**config.mk**
```make
export PLATFORM = sky130hd
export DESIGN_NAME = usb_fifo_bridge_flat
export DESIGN_NICKNAME = d
export VERILOG_FILES = /design/src/rtl/usb_fifo_bridge_if.sv /design/src/rtl/usb_fifo_bridge.sv /design/src/flat_wrapper.sv
export SDC_FILE = /design/constraint.sdc
export NUM_CORES = 1
export LEC_CHECK = 0
export CAP_MARGIN = 20
export CORE_MARGIN = 2
export CORE_UTILIZATION = 52
export CTS_CLUSTER_SIZE = 28
export DETAILED_ROUTE_END_ITERATION = 12
export GPL_ROUTABILITY_DRIVEN = 1
export PLACE_DENSITY_LB_ADDON = 0.08
export SETUP_SLACK_MARGIN = 0.02
export SLEW_MARGIN = 20
export SYNTH_ARGS = -nofsm -noshare
export SYNTH_HDL_FRONTEND = slang
export SYNTH_SLANG_ARGS = --single-unit
```
**constraint.sdc**
```tcl
create_clock -name ifclk -period 19 [get_ports ifclk]
set_clock_uncertainty 0.05 [all_clocks]
set_input_delay 4.75 -clock ifclk [delete_from_list [all_inputs] [get_ports ifclk]]
set_output_delay 4.75 -clock ifclk [all_outputs]
set_load 0.1 [all_outputs]
```
**src/rtl/usb_fifo_bridge_if.sv**
```systemverilog
// USB/FIFO handshake and data bundle for usb_fifo_bridge.
// master = bridge side, slave = ezusb_io / dram_fifo side.
interface usb_fifo_bridge_if #(
    parameter int USB_WIDTH  = 16,
    parameter int FIFO_WIDTH = 128
);
    logic [USB_WIDTH-1:0]  usb_data_out;
    logic                  usb_out_valid;
    logic                  usb_out_ready;
    logic [USB_WIDTH-1:0]  usb_data_in;
    logic                  usb_in_valid;
    logic                  usb_in_ready;
    logic [FIFO_WIDTH-1:0] fifo_data_in;
    logic                  fifo_wr_en;
    logic                  fifo_wr_full;
    logic                  fifo_wr_err;
    logic [FIFO_WIDTH-1:0] fifo_data_out;
    logic                  fifo_rd_en;
    logic                  fifo_rd_empty;
    logic                  fifo_rd_err;

    modport master (
        input  usb_data_out, usb_out_valid, usb_in_ready,
        input  fifo_wr_full, fifo_wr_err,
        input  fifo_data_out, fifo_rd_empty, fifo_rd_err,
        output usb_out_ready, usb_data_in, usb_in_valid,
        output fifo_data_in, fifo_wr_en, fifo_rd_en
    );

    modport slave (
        output usb_data_out, usb_out_valid, usb_in_ready,
        output fifo_wr_full, fifo_wr_err,
        output fifo_data_out, fifo_rd_empty, fifo_rd_err,
        input  usb_out_ready, usb_data_in, usb_in_valid,
        input  fifo_data_in, fifo_wr_en, fifo_rd_en
    );
endinterface

```
**src/rtl/usb_fifo_bridge.sv**
```systemverilog
// USB <-> DRAM FIFO width-conversion bridge (pack / unpack).
// Define USB_FIFO_BRIDGE_FLUSH_EN for timed/requested partial flush.
module usb_fifo_bridge #(
    parameter int unsigned          USB_WIDTH    = 16,
    parameter int unsigned          FIFO_WIDTH   = 128,
    parameter int unsigned          FLUSH_CYCLES = 1024,
    parameter logic [USB_WIDTH-1:0] PAD_WORD     = '0
) (
    input  logic              ifclk,
    input  logic              reset,
    usb_fifo_bridge_if.master bus,
    input  logic              flush_req,
    input  logic              clear_err,
    output logic [1:0]        err_sticky,
    output logic [31:0]       wr_words,
    output logic [31:0]       rd_words,
    output logic [15:0]       flush_count,
    output logic [3:0]        pack_level
);
    localparam int unsigned R  = FIFO_WIDTH / USB_WIDTH;
    localparam int unsigned KW = $clog2(R);
    localparam logic [KW-1:0] K_LAST = KW'(R - 1);
    localparam logic [KW:0]   M_FULL = (KW + 1)'(R);
    localparam logic [KW:0]   M_ONE  = (KW + 1)'(1);

    logic                  rdy_q;
    logic [KW-1:0]         k;
    logic [FIFO_WIDTH-1:0] pack_buf;
    logic [FIFO_WIDTH-1:0] pack_next;
    logic [FIFO_WIDTH-1:0] pad_next;
    logic [FIFO_WIDTH-1:0] pend_data;
    logic                  pend_valid;
    logic [FIFO_WIDTH-1:0] ub;
    logic [KW:0]           m;
    logic                  accept;
    logic                  complete;
    logic                  flush_fire;
    logic                  load;
    logic                  in_fire;

    // rdy_q keeps every handshake output low until the first edge after reset
    assign bus.usb_out_ready = rdy_q && (!pend_valid || !bus.fifo_wr_full);
    assign accept   = bus.usb_out_valid && bus.usb_out_ready;
    assign complete = accept && (k == K_LAST);
    assign load     = complete || flush_fire;

    assign bus.fifo_wr_en   = pend_valid && !bus.fifo_wr_full;
    assign bus.fifo_data_in = pend_data;
    assign pack_level       = 4'(k);

    always_comb begin
        pack_next = pack_buf;
        pack_next[k*USB_WIDTH +: USB_WIDTH] = bus.usb_data_out;
    end

    always_ff @(posedge ifclk or posedge reset) begin
        if (reset) begin
            rdy_q      <= 1'b0;
            k          <= '0;
            pack_buf   <= '0;
            pend_data  <= '0;
            pend_valid <= 1'b0;
        end else begin
            rdy_q <= 1'b1;
            if (complete) begin
                pend_data <= pack_next;
                k         <= '0;
            end else if (accept) begin
                pack_buf <= pack_next;
                k        <= k + 1'b1;
            end else if (flush_fire) begin
                pend_data <= pad_next;
                k         <= '0;
            end
            if (load)
                pend_valid <= 1'b1;
            else if (bus.fifo_wr_en)
                pend_valid <= 1'b0;
        end
    end

`ifdef USB_FIFO_BRIDGE_FLUSH_EN
    localparam logic [15:0] FC = 16'(FLUSH_CYCLES);
    logic [15:0] idle_cnt;
    logic [15:0] flush_cnt;
    logic        flush_ok;

    always_comb begin
        pad_next = pack_buf;
        for (int j = 0; j < int'(R); j++)
            if (j >= int'(k))
                pad_next[j*USB_WIDTH +: USB_WIDTH] = PAD_WORD;
    end

    // flush yields to acceptance and to a stuck pending word
    assign flush_ok = (k != '0) && !accept &&
                      (!pend_valid || !bus.fifo_wr_full);
    assign flush_fire = flush_ok && (flush_req || idle_cnt >= FC);
    assign flush_count = flush_cnt;

    always_ff @(posedge ifclk or posedge reset) begin
        if (reset) begin
            idle_cnt  <= '0;
            flush_cnt <= '0;
        end else begin
            if (accept || k == '0 || flush_fire)
                idle_cnt <= '0;
            else if (idle_cnt < FC)
                idle_cnt <= idle_cnt + 16'd1;
            if (flush_fire && flush_cnt != 16'hFFFF)
                flush_cnt <= flush_cnt + 16'd1;
        end
    end
`else
    logic flush_unused;
    assign pad_next     = pack_buf;
    assign flush_fire   = 1'b0;
    assign flush_count  = '0;
    assign flush_unused = ^{flush_req, PAD_WORD, 32'(FLUSH_CYCLES), pad_next};
`endif

    assign in_fire          = bus.usb_in_valid && bus.usb_in_ready;
    assign bus.usb_in_valid = (m != '0);
    assign bus.usb_data_in  = ub[USB_WIDTH-1:0];
    // refill on the last handshake so FIFO words stream gap-free
    assign bus.fifo_rd_en = rdy_q && !bus.fifo_rd_empty &&
                            (m == '0 || (m == M_ONE && bus.usb_in_ready));

    always_ff @(posedge ifclk or posedge reset) begin
        if (reset) begin
            ub <= '0;
            m  <= '0;
        end else if (bus.fifo_rd_en) begin
            ub <= bus.fifo_data_out;
            m  <= M_FULL;
        end else if (in_fire) begin
            ub <= ub >> USB_WIDTH;
            m  <= m - M_ONE;
        end
    end

    always_ff @(posedge ifclk or posedge reset) begin
        if (reset) begin
            err_sticky <= '0;
            wr_words   <= '0;
            rd_words   <= '0;
        end else begin
            err_sticky <= (err_sticky & {2{!clear_err}}) |
                          {bus.fifo_rd_err, bus.fifo_wr_err};
            if (bus.fifo_wr_en)
                wr_words <= wr_words + 32'd1;
            if (bus.fifo_rd_en)
                rd_words <= rd_words + 32'd1;
        end
    end
endmodule

```
**src/flat_wrapper.sv**
```systemverilog
// flat-port wrapper written by rule: the top's interface ports become plain ports
module usb_fifo_bridge_flat 
#(
    parameter int unsigned          USB_WIDTH    = 16,
    parameter int unsigned          FIFO_WIDTH   = 128,
    parameter int unsigned          FLUSH_CYCLES = 1024,
    parameter logic [USB_WIDTH-1:0] PAD_WORD     = '0
)
  (ifclk, reset, flush_req, clear_err, err_sticky, wr_words, rd_words, flush_count, pack_level, bus_usb_data_out, bus_usb_out_valid, bus_usb_in_ready, bus_fifo_wr_full, bus_fifo_wr_err, bus_fifo_data_out, bus_fifo_rd_empty, bus_fifo_rd_err, bus_usb_out_ready, bus_usb_data_in, bus_usb_in_valid, bus_fifo_data_in, bus_fifo_wr_en, bus_fifo_rd_en);
  usb_fifo_bridge_if #(.USB_WIDTH(USB_WIDTH), .FIFO_WIDTH(FIFO_WIDTH)) bus_i ();
  input  logic ifclk;
  input  logic reset;
  input  logic flush_req;
  input  logic clear_err;
  output logic [1:0] err_sticky;
  output logic [31:0] wr_words;
  output logic [31:0] rd_words;
  output logic [15:0] flush_count;
  output logic [3:0] pack_level;
  input wire logic [$bits(bus_i.usb_data_out)-1:0] bus_usb_data_out;
  input wire logic [$bits(bus_i.usb_out_valid)-1:0] bus_usb_out_valid;
  input wire logic [$bits(bus_i.usb_in_ready)-1:0] bus_usb_in_ready;
  input wire logic [$bits(bus_i.fifo_wr_full)-1:0] bus_fifo_wr_full;
  input wire logic [$bits(bus_i.fifo_wr_err)-1:0] bus_fifo_wr_err;
  input wire logic [$bits(bus_i.fifo_data_out)-1:0] bus_fifo_data_out;
  input wire logic [$bits(bus_i.fifo_rd_empty)-1:0] bus_fifo_rd_empty;
  input wire logic [$bits(bus_i.fifo_rd_err)-1:0] bus_fifo_rd_err;
  output wire logic [$bits(bus_i.usb_out_ready)-1:0] bus_usb_out_ready;
  output wire logic [$bits(bus_i.usb_data_in)-1:0] bus_usb_data_in;
  output wire logic [$bits(bus_i.usb_in_valid)-1:0] bus_usb_in_valid;
  output wire logic [$bits(bus_i.fifo_data_in)-1:0] bus_fifo_data_in;
  output wire logic [$bits(bus_i.fifo_wr_en)-1:0] bus_fifo_wr_en;
  output wire logic [$bits(bus_i.fifo_rd_en)-1:0] bus_fifo_rd_en;
  assign bus_i.usb_data_out = bus_usb_data_out;
  assign bus_i.usb_out_valid = bus_usb_out_valid;
  assign bus_i.usb_in_ready = bus_usb_in_ready;
  assign bus_i.fifo_wr_full = bus_fifo_wr_full;
  assign bus_i.fifo_wr_err = bus_fifo_wr_err;
  assign bus_i.fifo_data_out = bus_fifo_data_out;
  assign bus_i.fifo_rd_empty = bus_fifo_rd_empty;
  assign bus_i.fifo_rd_err = bus_fifo_rd_err;
  assign bus_usb_out_ready = bus_i.usb_out_ready;
  assign bus_usb_data_in = bus_i.usb_data_in;
  assign bus_usb_in_valid = bus_i.usb_in_valid;
  assign bus_fifo_data_in = bus_i.fifo_data_in;
  assign bus_fifo_wr_en = bus_i.fifo_wr_en;
  assign bus_fifo_rd_en = bus_i.fifo_rd_en;
  usb_fifo_bridge #(.USB_WIDTH(USB_WIDTH), .FIFO_WIDTH(FIFO_WIDTH), .FLUSH_CYCLES(FLUSH_CYCLES), .PAD_WORD(PAD_WORD)) u_core (.ifclk(ifclk), .reset(reset), .bus(bus_i), .flush_req(flush_req), .clear_err(clear_err), .err_sticky(err_sticky), .wr_words(wr_words), .rd_words(rd_words), .flush_count(flush_count), .pack_level(pack_level));
endmodule
```
==> impl_results.md, run 1 <==
- Antenna diodes: 0
- Fin crit share: 0.622
- CP bufs+invs: 4
- Die ar.: just under 40000 um2
- Rows: 71
- Peak supply drop: 0.125 mV
- Antenna viol nets, final: 0
- CTS tree: built
- Max-cap viol count: 0
- Initial Utilization: 0.526
- P&R area growth vs syn: 27.3%
- Distinct cell type count of the synthesized netlist: 47
- Ratio of cells with drive above 1 in the final layout: 0.0710
- Filler Cell Count: 3029
- Status: completed
- Worst setup path category: input pin to primary output
- Reg area: 11500 um2
- PwrDens: 148 nW/um2
- Grt met2 use: 0.401
- Yosys top cell by area: dfrtp_1
- Top cell type's share of synthesized area: 0.581
- Hold Vio Cnt, Final: 0
- Non-Filler Instances: about 2.8k
- Number of global-route vias before repair: roughly 15k
- Most common cell after layout, fill and taps aside: dfrtp_1
- GPL Wtd Cong: between 0.8 and 0.9
- CTS buffer count: 49
- Num Clock Sinks: 459
- Setup TNS: 0 ns
- Area of the multi-input gates: about 7500 um2
- Inst Count DP: between 2k and 3k
- Vias: 15.0k
- Root Driver: clkbuf_16
- Layout Nets: approximately 2.4k
- Fin. max-slew vios: 0
- Global route hottest layer: met2
- GRT met1 Usage: 0.366
- Initial antenna violation count: 0
- Post-Synthesis Cells: 1960
- Tightest Pin Transition: between 1 and 1.5 ns
- Pin count of the biggest net entering global routing: 169
- Hold crit path type: flip-flop to flip-flop
- Leak: 11.1 nW
- Global-route usage over all layers: 0.258
- RSZ-0062 raised after global routing: no
- # IOs: 388
- Dominant cells by area after synthesis: dfrtp_1 (58%), nand2_1 (5.5%), nor2_1 (5.5%)
- HPWL Detailed: 33.8 mm
- Worst-path clk slew: roughly 0.050 ns
- Clock Latency Late Sink: a little under 0.6 ns
- M3 GR Usage: 0.0431
- CP Cell Sequence: clkdlybuf4s50_1, a21oi_1, nand3b_1, inv_1, buf_4, clkdlybuf4s50_1
- # Post-CTS Setup Buffers: 0
- Grt total ovfl: 0
- DRT iter0 DRCs: about 1.0k
- Register area share after synthesis: 0.581
- Syn Area/Cell: ~10 um2
- Synthesized flop and latch total: 459
- Critical path data required time: between 10 and 15 ns
- # H-tree levels: 2
- Crit start category: input pin
- Setup violators final: 0
- Top delay family on crit path: buffers and inverters
- First-pass GRT wire length: 79.9 mm
- Max Root-Sink Buffers: 3
- Most frequent cells in the layout: dfrtp_1 (459), clkdlybuf4s50_1 (369), nand2_1 (289), nor2_1 (289), o21ai_0 (213)
- Die X: 199 um
- YS warnings: 0
- Final core occ: 0.669
- Area of the mapped netlist: 19800 um2
- DRT Pass-1 Iters: 5
- F_max: 84.6 MHz
- Crit-path slowest cell: clkdlybuf4s50_1
- WL final: roughly 50 mm
- PortBufs: 369
- Routed vias/inst: 5.35
- Slew HR: 0.257
- Most used cell, CP: clkdlybuf4s50_1
- WL/cell: 17.9 um
- DRC Markers: 0
- Core ar.: 37600 um2
- Worst setup EP type: primary output
- CP Data Arrival Time: 7.03 ns
- Slowest stage delay, CP: roughly 1.2 ns
- Highest fanout seen on the critical path: 21
- Die height: 199 um
- Tmin final: 11.83 ns
- Hold Buf Count CTS: 0
- Post-CTS sizing: 0
-- logic make-up (layout without fill, tap and decap cells) --
group	Yosys count	after routing	synth area share
AO/OA/AOI/OAI	423	423	0.120
XOR/XNOR	63	63	0.0279
adder cells (fa/ha/maj)	11	11	0.00697
buffers and inverters	167	488	0.0454
flip-flops	459	459	0.581
multiplexers	101	101	0.0562
other	2	18	0.000380
AND/OR/NAND/NOR	734	734	0.162
-- layer usage --
layer / wire length [um] / vias up
met4: 1550 / 0
li1: - / 7246
met5: 0 / -
met1: 22600 / 7309
met3: 2850 / 77
met2: 23400 / 397
-- through the flow --
stage | power (mW) | area [um2] | setup WS, ns | hold WS [ns]
after floorplan | 2.46 | 19800 | 1.40 | 0.392
after global placement | 2.76 | 23500 | 7.16 | 0.404
after detailed placement | 2.79 | 23500 | 7.18 | 0.408
after CTS | 3.75 | 25100 | 7.18 | 0.419
after global routing | 3.92 | 25100 | 7.08 | 0.422
final | 3.73 | 25100 | 7.17 | 0.412
-- state kept, by name, indices dropped and copies added, names as in the netlist --
name                     flops
u_core.wr_words             32
u_core.err_sticky            2
u_core.pack_buf            128
u_core.bus.fifo_data_in    128
u_core.rdy_q                 1
u_core.ub                  128
u_core.rd_words             32
u_core.pend_valid            1
u_core.k                     3
u_core.m                     4
-- cell type report --
type | count | share of cell area
repair buffers | 388 | 0.154
multi-input cells | 1350 | 0.298
flip-flops and latches | 459 | 0.457
well taps | 511 | 0.0254
clock buffers | 73 | 0.0584
inverters | 13 | 0.00224
clock inverters | 14 | 0.00517
-- cells in the mapped netlist (all sizes together) --
cell,n
buf,84
and3b,1
o21ai,213
a21oi,49
nand3b,3
o22ai,112
mux2,50
xnor2,43
nand4,16
nand2b,5
and3,26
mux2i,51
nand3,33
and2,6
or3,4
and4b,1
dfrtp,459
nand2,291
nor3,6
ha,11
inv,13
nor3b,5
xor2,20
nor2,291
o2111ai,1
nor4,5
a22o,16
and4,6
conb,2
nor4b,1
nor2b,33
a31oi,30
clkbuf,70
a21o,2
and2b,1
-- worst register-to-register path, stage by stage, from the launching register on --
cell and delay, ns:
dfrtp_1 0.70, inv_1 0.20, ha_1 0.27, ha_1 0.49
nand3_2 0.56, nand2b_1 0.82, o21ai_0 0.45
-- path summary, 6_finish.rpt --
path	start	to	slack, ns	cells after the start
setup / recovery	bus_usb_in_ready	bus_fifo_rd_en	7.17	6
hold / removal	u_core.wr_words[31]$_DFFE_PP0P_	u_core.wr_words[31]$_DFFE_PP0P_	0.41	1
setup reg to reg	u_core.k[0]$_DFFE_PP0P_	u_core.pack_buf[50]$_DFFE_PP0P_	15.34	6
hold reg to reg	u_core.wr_words[31]$_DFFE_PP0P_	u_core.wr_words[31]$_DFFE_PP0P_	0.41	1
max in group asynchronous	reset	u_core.ub[124]$_DFFE_PP0P_	12.00	4
min in group asynchronous	reset	u_core.wr_words[29]$_DFFE_PP0P_	4.70	2
-- power breakdown --
group | internal, mW | total [mW] | switching, mW
Clock | 0.560 | 0.943 | 0.383
Combinational | 0.397 | 1.38 | 0.982
Sequential | 1.24 | 1.40 | 0.163
(Power assumes the default switching activity.)
==> run 2: changes to the inputs <==
--- a/config.mk
+++ b/config.mk
@@ -7,7 +7,7 @@
 export LEC_CHECK = 0
 export CAP_MARGIN = 20
 export CORE_MARGIN = 2
-export CORE_UTILIZATION = 52
+export CORE_UTILIZATION = 47
 export CTS_CLUSTER_SIZE = 28
 export DETAILED_ROUTE_END_ITERATION = 12
 export GPL_ROUTABILITY_DRIVEN = 1
==> constraint.sdc (replaced) <==
create_clock -name ifclk -period 9.9 [get_ports ifclk]
set_clock_uncertainty 0.05 [all_clocks]
set_input_delay 2.475 -clock ifclk [delete_from_list [all_inputs] [get_ports ifclk]]
set_output_delay 2.475 -clock ifclk [all_outputs]
set_load 0.1 [all_outputs]
==> impl_results.md, run 2 (synthesis results as in run 1) <==
- Num Clock Sinks: ~460
- CTS buffer count: 49
- # H-tree levels: 2
- Hold crit path type: flip-flop to flip-flop
- First-pass GRT wire length: approximately 83 mm
- CP Cell Sequence: clkdlybuf4s50_1, a21oi_1, nand3b_1, inv_1, clkdlybuf4s50_1
- DRT iter0 DRCs: 1058
- PwrDens: ~290 nW/um2
- CP bufs+invs: 3
- Die X: 209 um
- Initial antenna violation count: 2
- HPWL Detailed: between 30 and 40 mm
- Ratio of cells with drive above 1 in the final layout: 0.0727
- Leak: 11.2 nW
- Top delay family on crit path: buffers and inverters
- Reg area: around 11000 um2
- M3 GR Usage: 0.0349
- GRT met1 Usage: 0.345
- Worst setup path category: input pin to primary output
- Slowest stage delay, CP: about 1.3 ns
- Core ar.: 41800 um2
- DRC Markers: 0
- Final core occ: 0.607
- Tightest Pin Transition: 1.12 ns
- Crit-path slowest cell: clkdlybuf4s50_1
- Highest fanout seen on the critical path: 21
- Root Driver: clkbuf_16
- Design Area, Final: 25300 um2
- Die ar.: 43700 um2
- Global-route usage over all layers: 0.239
- Most frequent cells in the layout: dfrtp_1 (459), clkdlybuf4s50_1 (369), nor2_1 (290), nand2_1 (289), o21ai_0 (213)
- Tmin final: 7.62 ns
- Max-cap viol count: 0
- PortBufs: 369
- Grt met2 use: 0.373
- Worst-path clk slew: 0.06 ns
- Max Root-Sink Buffers: 3
- Antenna viol nets, final: 0
- Critical path data required time: 7.38 ns
- Setup slack after layout: 2.28 ns
- Worst setup EP type: primary output
- Grt total ovfl: 0
- Crit start category: input pin
- # IOs: slightly below 400
- Setup TNS: 0 ns
- Setup violators final: 0
- WL/cell: 18.3 um
- Vias: 15.1k
- Most used cell, CP: clkdlybuf4s50_1
- P&R area growth vs syn: 28.3%
- Pre-CTS WS: 2.27 ns
- Fin. max-slew vios: 0
- Pin count of the biggest net entering global routing: 170
- Slew HR: 0.249
- WL final: around 52 mm
- # Post-CTS Setup Buffers: 0
- Cell Area, Placed: 23500 um2
- Most common cell after layout, fill and taps aside: dfrtp_1
- Status: completed
- Global route hottest layer: met2
- Rows: 75
- CTS tree: built
- DRT Pass-1 Iters: 5
- Fin crit share: 0.770
- F_max: 131 MHz
- RSZ-0062 raised after global routing: no
- Filler Cell Count: 3607
- Worst hold slack: 0.421 ns
- Hold Buf Count CTS: 0
- Number of global-route vias before repair: 14.8k
- Routed vias/inst: around 5.3
- Die height: 209 um
- Initial Utilization: 0.473
- Layout Nets: 2423
- GPL Wtd Cong: between 0.8 and 0.9
- CP Data Arrival Time: 5.10 ns
- Clock Latency Late Sink: 0.58 ns
- Peak supply drop: around 0.24 mV
- Area of the multi-input gates: between 7000 and 8000 um2
- Post-CTS sizing: 0
- Hold Vio Cnt, Final: 0
run 2: worst paths after layout:
kind / start / end / slack, ns / cells after the start
worst max register to register: u_core.k[0]$_DFFE_PP0P_ / u_core.pack_buf[50]$_DFFE_PP0P_ / 6.33 / 7
worst min-delay path: u_core.wr_words[31]$_DFFE_PP0P_ / u_core.wr_words[31]$_DFFE_PP0P_ / 0.42 / 1
min in group asynchronous: reset / u_core.wr_words[25]$_DFFE_PP0P_ / 2.28 / 3
worst min register to register: u_core.wr_words[31]$_DFFE_PP0P_ / u_core.wr_words[31]$_DFFE_PP0P_ / 0.42 / 1
worst max-delay path: bus_usb_in_ready / bus_fifo_rd_en / 2.28 / 5
max in group asynchronous: reset / u_core.ub[49]$_DFFE_PP0P_ / 5.87 / 4
run 2: report_power, final:
| group | total (mW) | internal [mW] | leakage, nW | switching [mW] |
|---|---|---|---|---|
| registers | 2.68 | 2.38 | 6.01 | 0.303 |
| clock network | 1.99 | 1.23 | 0.874 | 0.759 |
| logic | 2.65 | 0.760 | 4.28 | 1.89 |
run 2: metal layers:
layer	vias to the layer above	part of all wire
met4	0	0.028
met1	7331	0.47
met3	73	0.045
met5	-	0
li1	7279	-
met2	379	0.46
run 2: cell type report:
class | instances | area share
Sequential cell | 459 | 0.453
Multi-Input combinational cell | 1350 | 0.296
Timing Repair Buffer | 385 | 0.152
Clock buffer | 73 | 0.0591
Tap cell | 539 | 0.0266
Clock inverter | 18 | 0.0110
Inverter | 13 | 0.00207
Antenna cell | 2 | 0.000197
run 2: worst reg2reg max path, cell delays in order (launching register included):
cell	delay, ns
dfrtp_1	0.65
inv_1	0.18
ha_1	0.27
ha_1	0.51
nand3_2	0.58
nand2b_1	0.82
nand2_1	0.24
o21ai_0	0.11
run 2: metrics by stage:
stage	total power, mW	instances
floorplan	4.73	1976
global placement	5.30	2746
detailed placement	5.36	2746
CTS	7.37	2837
global route	7.70	2839
finish	7.32	2839
==> run 3: changes to the inputs <==
==> constraint.sdc (replaced) <==
create_clock -name ifclk -period 6.7 [get_ports ifclk]
set_clock_uncertainty 0.05 [all_clocks]
set_input_delay 1.675 -clock ifclk [delete_from_list [all_inputs] [get_ports ifclk]]
set_output_delay 1.675 -clock ifclk [all_outputs]
set_load 0.1 [all_outputs]
==> impl_results.md, run 3 (synthesis results as in run 1) <==
- # H-tree levels: 2
- Design Area, Final: 25200 um2
- DRC Markers: 0
- Crit start category: input pin
- Hold crit path type: flip-flop to flip-flop
- Peak supply drop: 0.401 mV
- Initial antenna violation count: 1
- Routed vias/inst: between 5 and 6
- # IOs: 388
- Clock Latency Late Sink: 0.58 ns
- PwrDens: 422 nW/um2
- Hold Buf Count CTS: 0
- Num Clock Sinks: between 400 and 500
- Number of global-route vias before repair: 15.0k
- Total power: 10.6 mW
- Tightest Pin Transition: 1.11 ns
- Antenna diodes: 0
- Critical path data required time: 4.97 ns
- Global-route usage over all layers: 0.242
- Worst setup path category: input pin to primary output
- Fin. max-slew vios: 0
- Antenna viol nets, final: 0
- Root Driver: clkbuf_16
- Initial Utilization: 0.473
- Max-cap viol count: 0
- HPWL Detailed: 35.3 mm
- Status: completed
- Leak: roughly 11 nW
- CTS tree: built
- # Post-CTS Setup Buffers: 0
- PortBufs: 369
- WL/cell: 18.5 um
- Max Root-Sink Buffers: 3
- Highest fanout seen on the critical path: 21
- Fin crit share: 0.773
- Worst setup EP type: primary output
- Tmin final: 5.18 ns
- P&R area growth vs syn: 27.7%
- Layout Nets: between 2k and 2.5k
- Worst hold slack: roughly 0.42 ns
- Setup slack after layout: approximately 1.5 ns
- WL final: 52.4 mm
- Grt total ovfl: 0
- F_max: 193 MHz
- RSZ-0062 raised after global routing: no
- Hold Vio Cnt, Final: 0
- DRT Pass-1 Iters: 5
- Pre-CTS WS: ~1.5 ns
- Most frequent cells in the layout: dfrtp_1 (459), clkdlybuf4s50_1 (366), nor2_1 (290), nand2_1 (289), o21ai_0 (213)
- Rows: 75
- Most common cell after layout, fill and taps aside: dfrtp_1
- Post-CTS sizing: 0
- Pin count of the biggest net entering global routing: ~160
- Cell Area, Placed: 23600 um2
- CP Data Arrival Time: roughly 3.5 ns
- Vias: ~15k
- Die height: 209 um
- GPL Wtd Cong: 0.852
- First-pass GRT wire length: 83.8 mm
- Core ar.: 41800 um2
- Setup violators final: 0
- Ratio of cells with drive above 1 in the final layout: 0.0701
- Filler Cell Count: 3598
- Die X: between 200 and 250 um
- Slew HR: 0.258
- Worst-path clk slew: ~0.060 ns
- CTS buffer count: 49
- DRT iter0 DRCs: 1202
- Die ar.: 43700 um2
## run 3: worst max-delay path: stages
cell	delay [ns]
clkdlybuf4s50_1	0.53
a21oi_1	0.08
nand3b_1	0.17
inv_1	0.56
buf_4	0.42
## run 3: layout make-up
type / count / area (um2) / share of cell area
clock buffer: 81 / 1510 / 0.0598
clock inverter: 9 / 124 / 0.00491
inverter: 13 / 52.6 / 0.00208
multi-input combinational: 1350 / 7490 / 0.297
sequential: 459 / 11500 / 0.456
tap: 539 / 674 / 0.0267
timing repair buffer: 386 / 3880 / 0.154
## run 3: path summary, 6_finish.rpt
kind,startpoint,to,slack [ns],cells past startpoint
setup / recovery,bus_usb_in_ready,bus_fifo_rd_en,1.52,5
hold / removal,u_core.pack_buf[80]$_DFFE_PP0P_,u_core.pack_buf[80]$_DFFE_PP0P_,0.42,2
setup reg to reg,u_core.k[0]$_DFFE_PP0P_,u_core.pack_buf[47]$_DFFE_PP0P_,2.96,6
hold reg to reg,u_core.pack_buf[80]$_DFFE_PP0P_,u_core.pack_buf[80]$_DFFE_PP0P_,0.42,2
max in group asynchronous,reset,u_core.ub[105]$_DFFE_PP0P_,3.68,3
min in group asynchronous,reset,u_core.wr_words[26]$_DFFE_PP0P_,1.56,2
## run 3: where the power goes
part	total, mW	switching [mW]	internal (mW)
Sequential	3.99	0.472	3.52
Clock	2.73	1.09	1.65
Combinational	3.91	2.78	1.13
Total	10.6	4.35	6.29
## run 3: metrics by stage
step | setup TNS, ns | cells | utilization
4_1_cts | 0 | 2837 | 0.604
3_5_place_dp | 0 | 2747 | 0.564
5_1_grt | 0 | 2837 | 0.604
6_report | 0 | 2837 | 0.604
3_3_place_gp | 0 | 2746 | 0.564
2_1_floorplan | -567.33 | 1976 | -
## run 3: routing by layer
layer,part of all wire,vias to the layer above,wire length (um),GRT usage
met5,0,-,0,0
met4,0.029,0,1540,0.0855
met3,0.048,75,2510,0.0371
met2,0.47,365,24400,0.384
met1,0.46,7334,23900,0.340
li1,-,7253,-,-
